<file path="src/rtl/clb_output_stage.sv">
// CLB output stage: per-output sum/LUT select, optional data flops and Co flop, all driven by a serial config chain.
// Combinational paths 0 cycles, registered paths 1 cycle; no flow control, flops update only on a completed, idle config.
module clb_output_stage #(
  parameter int OUTPUTS = 4
) (
  input  logic               clk,
  input  logic               rst,
  input  logic [OUTPUTS-1:0] sum,
  input  logic               co,
  input  logic [OUTPUTS-1:0] lut_out,
  input  logic               ce,
  input  logic               sr,
  input  logic               cfg_en,
  input  logic               cfg_in,
  output logic               cfg_out,
  output logic               cfg_done,
  output logic [OUTPUTS-1:0] out,
  output logic               co_out
);

  localparam int CFG_BITS = 3*OUTPUTS + 1;
  localparam int CNT_W    = $clog2(CFG_BITS + 1);
  localparam logic [CNT_W-1:0] CNT_FULL = CNT_W'(CFG_BITS);
  localparam logic [CNT_W-1:0] CNT_ONE  = CNT_W'(1);

  logic [CFG_BITS-1:0] cfg;
  logic [CNT_W-1:0]    cnt;
  logic [CNT_W-1:0]    cnt_nxt;
  logic                done_q;

  logic [OUTPUTS-1:0]  sel_sum;
  logic [OUTPUTS-1:0]  sel_reg;
  logic [OUTPUTS-1:0]  init;
  logic                co_reg;

  logic [OUTPUTS-1:0]  d;
  logic [OUTPUTS-1:0]  q;
  logic                qco;
  logic                upd;

  assign sel_sum = cfg[OUTPUTS-1:0];
  assign sel_reg = cfg[2*OUTPUTS-1:OUTPUTS];
  assign init    = cfg[3*OUTPUTS-1:2*OUTPUTS];
  assign co_reg  = cfg[3*OUTPUTS];

  // A shift past a complete load starts the next load at count 1.
  always_comb begin
    cnt_nxt = cnt;
    if (cfg_en) begin
      if (cnt == CNT_FULL) begin
        cnt_nxt = CNT_ONE;
      end else begin
        cnt_nxt = cnt + CNT_ONE;
      end
    end
  end

  always_ff @(posedge clk) begin
    if (rst) begin
      cfg    <= '0;
      cnt    <= '0;
      done_q <= 1'b0;
    end else begin
      if (cfg_en) begin
        cfg <= {cfg[CFG_BITS-2:0], cfg_in};
      end
      cnt    <= cnt_nxt;
      done_q <= (cnt_nxt == CNT_FULL);
    end
  end

  assign cfg_out  = cfg[CFG_BITS-1];
  assign cfg_done = done_q;

  assign d   = (sel_sum & sum) | (~sel_sum & lut_out);
  assign upd = done_q && !cfg_en;

  always_ff @(posedge clk) begin
    if (rst) begin
      q   <= '0;
      qco <= 1'b0;
    end else if (upd) begin
      if (sr) begin
        q   <= init;
        qco <= 1'b0;
      end else if (ce) begin
        q   <= d;
        qco <= co;
      end
    end
  end

  assign out    = (sel_reg & q) | (~sel_reg & d);
  assign co_out = co_reg ? qco : co;

endmodule

</file>
<file path="config.mk">
export PLATFORM = sky130hd
export DESIGN_NAME = clb_output_stage
export DESIGN_NICKNAME = d
export VERILOG_FILES = /design/src/rtl/clb_output_stage.sv
export SDC_FILE = /design/constraint.sdc
export NUM_CORES = 1
export LEC_CHECK = 0
export ABC_AREA = 1
export CORE_UTILIZATION = 40
export DETAILED_ROUTE_END_ITERATION = 6
export PLACE_DENSITY = 0.66
export SYNTH_ARGS = -nofsm -noshare
export SYNTH_HDL_FRONTEND = slang
export SYNTH_SLANG_ARGS = --single-unit
</file>
<file path="constraint.sdc">
create_clock -name clk -period 3.2 [get_ports clk]
set_clock_uncertainty 0.1 [all_clocks]
set_input_delay 0.64 -clock clk [delete_from_list [all_inputs] [get_ports clk]]
set_output_delay 0.64 -clock clk [all_outputs]
set_load 0.005 [all_outputs]
</file>
==> results.json, run 1 <==
{
  "fin_util_pct": 54.5,
  "synthTopCellsByArea": "dfxtp_1 (45%), nor2_1 (18%), o21ai_0 (13%)",
  "synth.net_count": 163,
  "period_minus_slack_ns": 2.70,
  "die-area_mm2": 0.00274,
  "synth-edff-count": 0,
  "fin_crit_sh_pct": 84.3,
  "r2r-start": "cnt[0]$_SDFF_PP0_",
  "synth-compound-area-share_pct": 15.3,
  "yosysMostFrequentCell": "nor2_1",
  "layout.nets": 184,
  "fmax_mhz": 371,
  "htree_levels": 1,
  "die_h_um": 52.3,
  "synth_flop_cell": "dfxtp_1",
  "hp-class": "register to register",
  "synth_top_area_share_pct": 45.5,
  "seq_area_frac_synth_pct": 45.5,
  "vdd_ir_drop_max_mv": 0.289,
  "rsz0062_at_grt": "no",
  "synth_top_family_by_area": "simple AND/OR/NAND/NOR gates",
  "postCtsHoldBufs": 0,
  "r2r_cells": 5,
  "final_max_slew_viol_count": 0,
  "clock_path_buffers": 2,
  "finalSetupViolations": 0,
  "hold_depth": 2,
  "antenna_found_initial": 0,
  "required_ns": 2.46,
  "placed_cell_area_mm2": 0.00123,
  "path_max_fanout": 2,
  "r2r_slack_ns": 2.05,
  "synth_fa_ha_area_share_pct": 0,
  "yosys_register_bits": 23,
  "hold-path-endpoint": "cfg[9]$_SDFFE_PP0P_",
  "area_growth_syn_to_layout_pct": 23.7,
  "setup_slack_ns": 0.503,
  "wire_per_inst_um": 10.1,
  "clkTransAtPathRegs_ns": 0.11,
  "antennaDiodeCount": 0,
  "num_rows": 17,
  "ys_types": 19,
  "drt_wl_total_um": 1980,
  "timing.rr.end": "cfg_done$_SDFF_PP0_",
  "final_cell_area_mm2": 0.00125,
  "routed_via_density": 4.84,
  "critPathKind": "input port to output port",
  "holdCritStartpoint": "cfg[8]$_SDFFE_PP0P_",
  "clock_sinks": 23,
  "yosys_warnings": 0,
  "synth_xor_area_share_pct": 0,
  "drc_errors": 0,
  "status": "completed",
  "cts.repair.resized": 0,
  "synthesis.area_mm2": 0.00101,
  "route.vias.total": 948,
  "drive_gt1_share_pct": 6.55,
  "grtUsageTotal_pct": 17.4,
  "die_x_um": 52.3,
  "crit_path_end_kind": "output port",
  "grt_max_degree": 20,
  "drv_cap": 0,
  "pre_cts_ws_ns": 0.481,
  "synth_top_area_cell": "dfxtp_1",
  "final_hold_viol_count": 0,
  "hpwlAfterDp_um": 1400,
  "start_kind": "input port",
  "ant_nets": 0,
  "grt.overflow.total": 0,
  "grt_first_pass_wirelength_um": 3550,
  "coreArea_mm2": 0.00230,
  "power_density_mw_per_mm2": 412,
  "cts-root-buf": "clkbuf_4",
  "tns_ns": 0,
  "synth-async-reset-ratio_pct": 0,
  "synth-simple-area-share_pct": 32.4,
  "cts_buffers": 3,
  "cp.arrival_ns": 1.96,
  "dr.pass1.iters": 4,
  "insertion_delay_ns": 0.31,
  "grt_pass1_vias": 852,
  "synthMuxAreaShare_pct": 0,
  "cts_tree": "yes",
  "boundaryPins": 22,
  "power_leakage_uw": 0.000510,
  "post_cts_buffers": 0,
  "syn_avg_cell_area_um2": 6.84,
  "synth_common_cells": "nor2_1 (48), o21ai_0 (26), nand2_1 (24), dfxtp_1 (23), inv_1 (7)",
  "tightest_slew_ns": 0.692,
  "maxSlewHeadroom_pct": 53.7,
  "initial_core_util_pct": 44.1,
  "syn_inst": 148,
  "portBuffers": 21,
  "first_iter_violations": 11,
  "routabilityCongestion": 0.710
}
[worst max path at each step]
| stage | startpoint | to | slack, ns |
|---|---|---|---|
| finish | sum[0] | out[0] | 0.50 |
| global route | sum[2] | out[2] | 0.41 |
| CTS | sum[3] | out[3] | 0.48 |
| detailed placement | sum[3] | out[3] | 0.48 |
| global placement | sum[0] | out[0] | 0.50 |
| floorplan | sum[3] | out[3] | 1.50 |
[per-layer routing]
| layer | GRT usage [%] | vias up | part of all wire, % |
|---|---|---|---|
| li1 | - | 507 | - |
| met1 | 22.1 | 419 | 49 |
| met2 | 27.8 | 18 | 45 |
| met3 | 5.22 | 4 | 4.6 |
| met4 | 5.26 | 0 | 1.4 |
| met5 | 0 | - | 0 |
[worst max-delay path: stages]
cell             delay (ns)
clkdlybuf4s50_1        0.46
inv_1                  0.04
nand2_1                0.04
o21ai_0                0.09
o21ai_0                0.16
clkdlybuf4s50_1        0.53
[kinds of logic (layout without fill, tap and decap cells)]
logic type	after synthesis	count (layout)
DFF	23	23
AOI/OAI and AO/OA	30	30
buffers and inverters	15	35
and+or+nand+nor	80	80
[stage by stage]
step	std cells	total power [uW]	hold WS (ns)
finish	196	516	0.410
global route	196	551	0.435
CTS	196	525	0.412
detailed placement	192	394	0.392
global placement	192	392	0.368
floorplan	148	355	0.355
[cells in the final DEF, fill, tap and decap left out]
master and n:
nor3_1 1, dfxtp_1 23, nand3_1 2, clkdlybuf4s50_1 21
nand3_4 1, nor2_1 48, o21ai_2 1, o21ai_0 26
nor2_2 2, nand2_1 24, o22ai_1 1, clkbuf_1 1
or2_1 1, inv_2 3, a21oi_1 1, nand2_2 1
clkbuf_4 3, o21ai_1 1, inv_1 7
[power by group]
| part | internal [uW] | switching (uW) | total (uW) |
|---|---|---|---|
| logic | 41.3 | 35.2 | 76.6 |
| registers | 299 | 11.4 | 310 |
| clock network | 48.7 | 80.8 | 130 |
| total | 389 | 127 | 516 |
[state kept, by name, summed over array words and instances, names as in the netlist]
| signal | count |
|---|---|
| cfg_done | 1 |
| cnt | 4 |
| cfg | 13 |
| qco | 1 |
| q | 4 |
[layout make-up]
type	count	area (um^2)
Clock buffer	4	26.3
Timing Repair Buffer	21	210
Inverter	10	37.5
Sequential cell	23	460
Fill cell	256	1040
Multi-Input combinational cell	110	483
Tap cell	28	35.0
No activity file was read; power rests on OpenSTA's default activity.
==> inputs of run 2 (changes only) <==
--- a/config.mk
+++ b/config.mk
@@ -8,7 +8,7 @@
 export ABC_AREA = 1
 export CORE_UTILIZATION = 40
 export DETAILED_ROUTE_END_ITERATION = 6
-export PLACE_DENSITY = 0.66
+export PLACE_DENSITY = 0.69
 export SYNTH_ARGS = -nofsm -noshare
 export SYNTH_HDL_FRONTEND = slang
 export SYNTH_SLANG_ARGS = --single-unit
==> constraint.sdc (replaced) <==
create_clock -name clk -period 2.4 [get_ports clk]
set_clock_uncertainty 0.1 [all_clocks]
set_input_delay 0.48 -clock clk [delete_from_list [all_inputs] [get_ports clk]]
set_output_delay 0.48 -clock clk [all_outputs]
set_load 0.005 [all_outputs]
==> run 2 against run 1 <==
Compared with the run above:
- largest cell class unchanged
- largest power group unchanged
- hold slack got worse by 0.012 ns
- core utilization up 1.0 points
- clock power grew 32%
- highest routed layer unchanged
- final cell count increased by 1.0%
- die area is the same
- critical endpoint is now out[2]
- sequential power grew 34%
==> results.json, run 2 (synthesis gave the netlist of run 1 again) <==
{
  "vdd_ir_drop_max_mv": 0.377,
  "first_iter_violations": 13,
  "finalSetupViolations": 0,
  "reg_top3": "cfg (13), cnt (4), q (4)",
  "wire_per_inst_um": 10.3,
  "num_rows": 17,
  "tns_ns": 0,
  "route.vias.total": 957,
  "rsz0062_at_grt": "no",
  "ant_nets": 0,
  "layout_commonest_cell": "nor2_1",
  "slowest_stage": "clkdlybuf4s50_1",
  "cts-root-buf": "clkbuf_4",
  "antennaDiodeCount": 0,
  "tightest_slew_ns": 0.476,
  "die_x_um": 52.3,
  "drt_wl_total_um": 2050,
  "antenna_found_initial": 0,
  "regArea_um2": 460,
  "boundaryPins": 22,
  "portBuffers": 21,
  "hpwlAfterDp_um": 1560,
  "required_ns": 1.82,
  "final_hold_viol_count": 0,
  "insertion_delay_ns": 0.30,
  "grt.overflow.total": 0,
  "dp_cells": 194,
  "fin_cells": 198,
  "crit_path_end_kind": "output port",
  "pre_cts_ws_ns": -0.00906,
  "power_leakage_uw": 0.000554,
  "coreArea_mm2": 0.00230,
  "final_max_slew_viol_count": 0,
  "cts_buffers": 3,
  "fillers": 232,
  "drc_errors": 0,
  "final_cell_mix": "nor2_1 (48), nand2_1 (24), dfxtp_1 (23), o21ai_0 (20), clkdlybuf4s50_1 (18)",
  "status": "completed",
  "grt_pass1_vias": 848,
  "hp-class": "register to register",
  "layout.nets": 186,
  "max_stage_delay_ns": 0.50,
  "grt_first_pass_wirelength_um": 3420,
  "postCtsHoldBufs": 0,
  "path_max_fanout": 2,
  "worstPathCellList": "clkdlybuf4s50_1 -> inv_1 -> nand2_1 -> o21ai_1 -> o21ai_1 -> clkdlybuf4s50_1",
  "initial_core_util_pct": 44.1,
  "area_growth_syn_to_layout_pct": 26.1,
  "cp.arrival_ns": 1.71,
  "fin_crit_sh_pct": 95.4,
  "post_cts_buffers": 0,
  "clock_path_buffers": 2,
  "grtUsageTotal_pct": 16.9,
  "largest_register": "cfg",
  "start_kind": "input port",
  "multi_input_area_um2": 483,
  "critPathKind": "input port to output port",
  "htree_levels": 1,
  "setup_slack_ns": 0.110,
  "drive_gt1_share_pct": 8.24,
  "dr.pass1.iters": 4,
  "routabilityCongestion": 0.775,
  "maxSlewHeadroom_pct": 68.2,
  "die-area_mm2": 0.00274,
  "period_minus_slack_ns": 2.29,
  "drv_cap": 0,
  "clkTransAtPathRegs_ns": 0.12,
  "die_h_um": 52.3,
  "grt_max_degree": 20,
  "cts_tree": "yes",
  "routed_via_density": 4.83,
  "clock_sinks": 23,
  "fmax_mhz": 437,
  "largest_reg_flops": 13,
  "power_density_mw_per_mm2": 541
}
run 2: what timing repair did:
item | 4_1_cts | 5_1_grt
endpoints found under the hold margin | 0 | 0
resized for setup | 2 | 7
pin swaps | 0 | 2
setup endpoints to repair | 2 | 4
run 2: layout make-up:
| class | count | share of cell area (%) |
|---|---|---|
| clock inverter | 1 | 0.392 |
| inverter | 10 | 2.94 |
| multi-input combinational | 110 | 37.8 |
| clock buffer | 3 | 1.76 |
| timing repair buffer | 23 | 18.2 |
| sequential | 23 | 36.1 |
| tap | 28 | 2.75 |
run 2: power breakdown:
| part | leakage (uW) | internal (uW) | switching, uW | total (uW) |
|---|---|---|---|---|
| sequential | 0.000188 | 398 | 15.8 | 414 |
| clock | 0.0000177 | 62.1 | 109 | 171 |
| combinational | 0.000348 | 56.6 | 48.5 | 105 |
| total | 0.000554 | 517 | 173 | 690 |
run 2: path summary, 6_finish.rpt:
path | from | to | slack [ns] | cells past startpoint
worst min-delay path | qco$_SDFFE_PP0P_ | qco$_SDFFE_PP0P_ | 0.40 | 2
worst max-delay path | sum[2] | out[2] | 0.11 | 6
worst max register to register | cnt[0]$_SDFF_PP0_ | cfg_done$_SDFF_PP0_ | 1.25 | 5
worst min register to register | qco$_SDFFE_PP0P_ | qco$_SDFFE_PP0P_ | 0.40 | 2
run 2: per-layer routing:
layer	global-route usage (%)	wire (um)	vias up
met3	1.74	66	2
met1	19.7	946	429
met5	0	0	-
li1	-	-	512
met4	5.26	18	0
met2	31.9	1020	14
run 2: critical path: cells and delay by family:
kind / cells / cell delay (ns)
buf+inv: 3 / 0.99
compound gates: 2 / 0.20
simple gates: 1 / 0.04
run 2: per-stage QoR:
| stage | hold WS, ns | total power, uW | util (%) | cell area, um^2 |
|---|---|---|---|---|
| after global placement | 0.369 | 525 | 54.0 | 1240 |
| after global routing | 0.443 | 730 | 55.6 | 1280 |
| final | 0.398 | 690 | 55.6 | 1280 |
| after detailed placement | 0.372 | 529 | 54.0 | 1240 |
| after floorplan | 0.355 | 474 | - | 1010 |
| after CTS | 0.401 | 702 | 55.2 | 1270 |
==> inputs of run 3 (changes only) <==
--- a/config.mk
+++ b/config.mk
@@ -6,9 +6,9 @@
 export NUM_CORES = 1
 export LEC_CHECK = 0
 export ABC_AREA = 1
-export CORE_UTILIZATION = 40
+export CORE_UTILIZATION = 44
 export DETAILED_ROUTE_END_ITERATION = 6
-export PLACE_DENSITY = 0.69
+export PLACE_DENSITY = 0.75
 export SYNTH_ARGS = -nofsm -noshare
 export SYNTH_HDL_FRONTEND = slang
 export SYNTH_SLANG_ARGS = --single-unit
==> run 3 against run 2 <==
Compared with the run above:
- non-clock buffer count increased by 1
- largest cell class unchanged
- global-route usage grew 2.0 points
- final area is 0.29% higher
- hold slack is essentially flat
- highest routed layer unchanged
==> results.json, run 3 (synthesis gave the netlist of run 1 again) <==
{
  "path_max_fanout": 2,
  "grt.overflow.total": 0,
  "cts_buffers": 3,
  "power_leakage_uw": 0.000550,
  "area_growth_syn_to_layout_pct": 26.5,
  "largest_reg_flops": 13,
  "first_iter_violations": 20,
  "routabilityCongestion": 0.766,
  "start_kind": "input port",
  "reg_top3": "cfg (13), cnt (4), q (4)",
  "drv_cap": 0,
  "drc_errors": 0,
  "drt_wl_total_um": 2060,
  "cts_tree": "yes",
  "power_density_mw_per_mm2": 542,
  "rsz0062_at_grt": "no",
  "fin_crit_sh_pct": 95.6,
  "boundaryPins": 22,
  "insertion_delay_ns": 0.30,
  "wire_per_inst_um": 10.4,
  "final_max_slew_viol_count": 0,
  "routed_via_density": 4.80,
  "grt_pass1_vias": 881,
  "num_rows": 17,
  "layout.nets": 187,
  "post_cts_buffers": 0,
  "critPathKind": "input port to output port",
  "grtUsageTotal_pct": 18.9,
  "vdd_ir_drop_max_mv": 0.383,
  "drive_gt1_share_pct": 8.77,
  "pre_cts_ws_ns": 0.00565,
  "required_ns": 1.82,
  "fillers": 226,
  "finalSetupViolations": 0,
  "htree_levels": 1,
  "coreArea_mm2": 0.00219,
  "fmax_mhz": 436,
  "die-area_mm2": 0.00250,
  "antenna_found_initial": 0,
  "final_hold_viol_count": 0,
  "clock_sinks": 23,
  "tightest_slew_ns": 0.543,
  "antennaDiodeCount": 0,
  "die_h_um": 50.0,
  "status": "completed",
  "cts-root-buf": "clkbuf_4",
  "crit_path_end_kind": "output port",
  "layout_commonest_cell": "nor2_1",
  "grt_max_degree": 20,
  "dr.pass1.iters": 4,
  "hp-class": "register to register",
  "clock_path_buffers": 2,
  "maxSlewHeadroom_pct": 63.7,
  "portBuffers": 21,
  "initial_core_util_pct": 46.2,
  "setup_slack_ns": 0.105,
  "largest_register": "cfg",
  "grt_first_pass_wirelength_um": 3640,
  "tns_ns": 0,
  "cp.arrival_ns": 1.71,
  "final_cell_mix": "nor2_1 (48), nand2_1 (24), dfxtp_1 (23), o21ai_0 (22), clkdlybuf4s50_1 (18)",
  "die_x_um": 50.0,
  "r2r_slack_ns": 1.23,
  "period_minus_slack_ns": 2.29,
  "route.vias.total": 956,
  "ant_nets": 0,
  "clkTransAtPathRegs_ns": 0.13,
  "hpwlAfterDp_um": 1540
}
==> run 3: changes by cell type in the layout (fill, tap and decap cells not counted) <==
cell            change
o21ai_0             +2
o21ai_1             -2
buf_4               +1
dlygate4sd2_1       +1
dlymetal6s2s_1      -1
==> run 3: worst paths after layout <==
check,depth (start not counted),end,startpoint
setup / recovery,6,out[2],sum[2]
hold / removal,2,qco$_SDFFE_PP0P_,qco$_SDFFE_PP0P_
setup reg to reg,5,cfg_done$_SDFF_PP0_,cnt[0]$_SDFF_PP0_
hold reg to reg,2,qco$_SDFFE_PP0P_,qco$_SDFFE_PP0P_
==> run 3: worst max-delay path: stages <==
cell and delay, ns:
clkdlybuf4s50_1 0.45, inv_1 0.03, nand2_1 0.04, o21ai_1 0.08, o21ai_1 0.12, clkdlybuf4s50_1 0.50
==> run 3: report_power, final <==
group / switching [uW] / internal (uW) / total (uW)
clock: 112 / 62.1 / 174
sequential: 15.6 / 398 / 414
combinational: 48.4 / 57.2 / 106
==> run 3: area by class of cell <==
class / count / area (um^2) / area share [%]
inverters: 10 / 37.5 / 2.93
clock buffers: 3 / 22.5 / 1.76
multi-input cells: 110 / 483 / 37.7
flip-flops and latches: 23 / 460 / 36.0
clock inverters: 1 / 5.00 / 0.391
repair buffers: 24 / 236 / 18.5
well taps: 28 / 35.0 / 2.74
==> run 3: per-stage QoR <==
stage	cell area, um^2	std cells	total power (uW)	util (%)	hold slack, ns
finish	1280	199	693	58.4	0.398
global route	1280	199	737	58.4	0.423
CTS	1270	199	705	58.2	0.401
detailed placement	1250	195	530	57.0	0.377
global placement	1250	195	527	57.0	0.371
floorplan	1010	148	474	-	0.355
==> run 3: metal layers <==
metal,track usage (%),part of all wire (%)
met1,22.3,47
met2,34.0,48
met4,7.14,0.63
met5,0,0
met3,2.78,3.8
==> run 3: what timing repair did <==
| item | in CTS | in global routing |
|---|---|---|
| gates cloned | 0 | 0 |
| gates resized for setup | 1 | 6 |
| hold buffers | 0 | 0 |
| setup endpoints to repair | 1 | 3 |
| endpoints found under the hold margin | 0 | 0 |
| pin swaps | 0 | 1 |
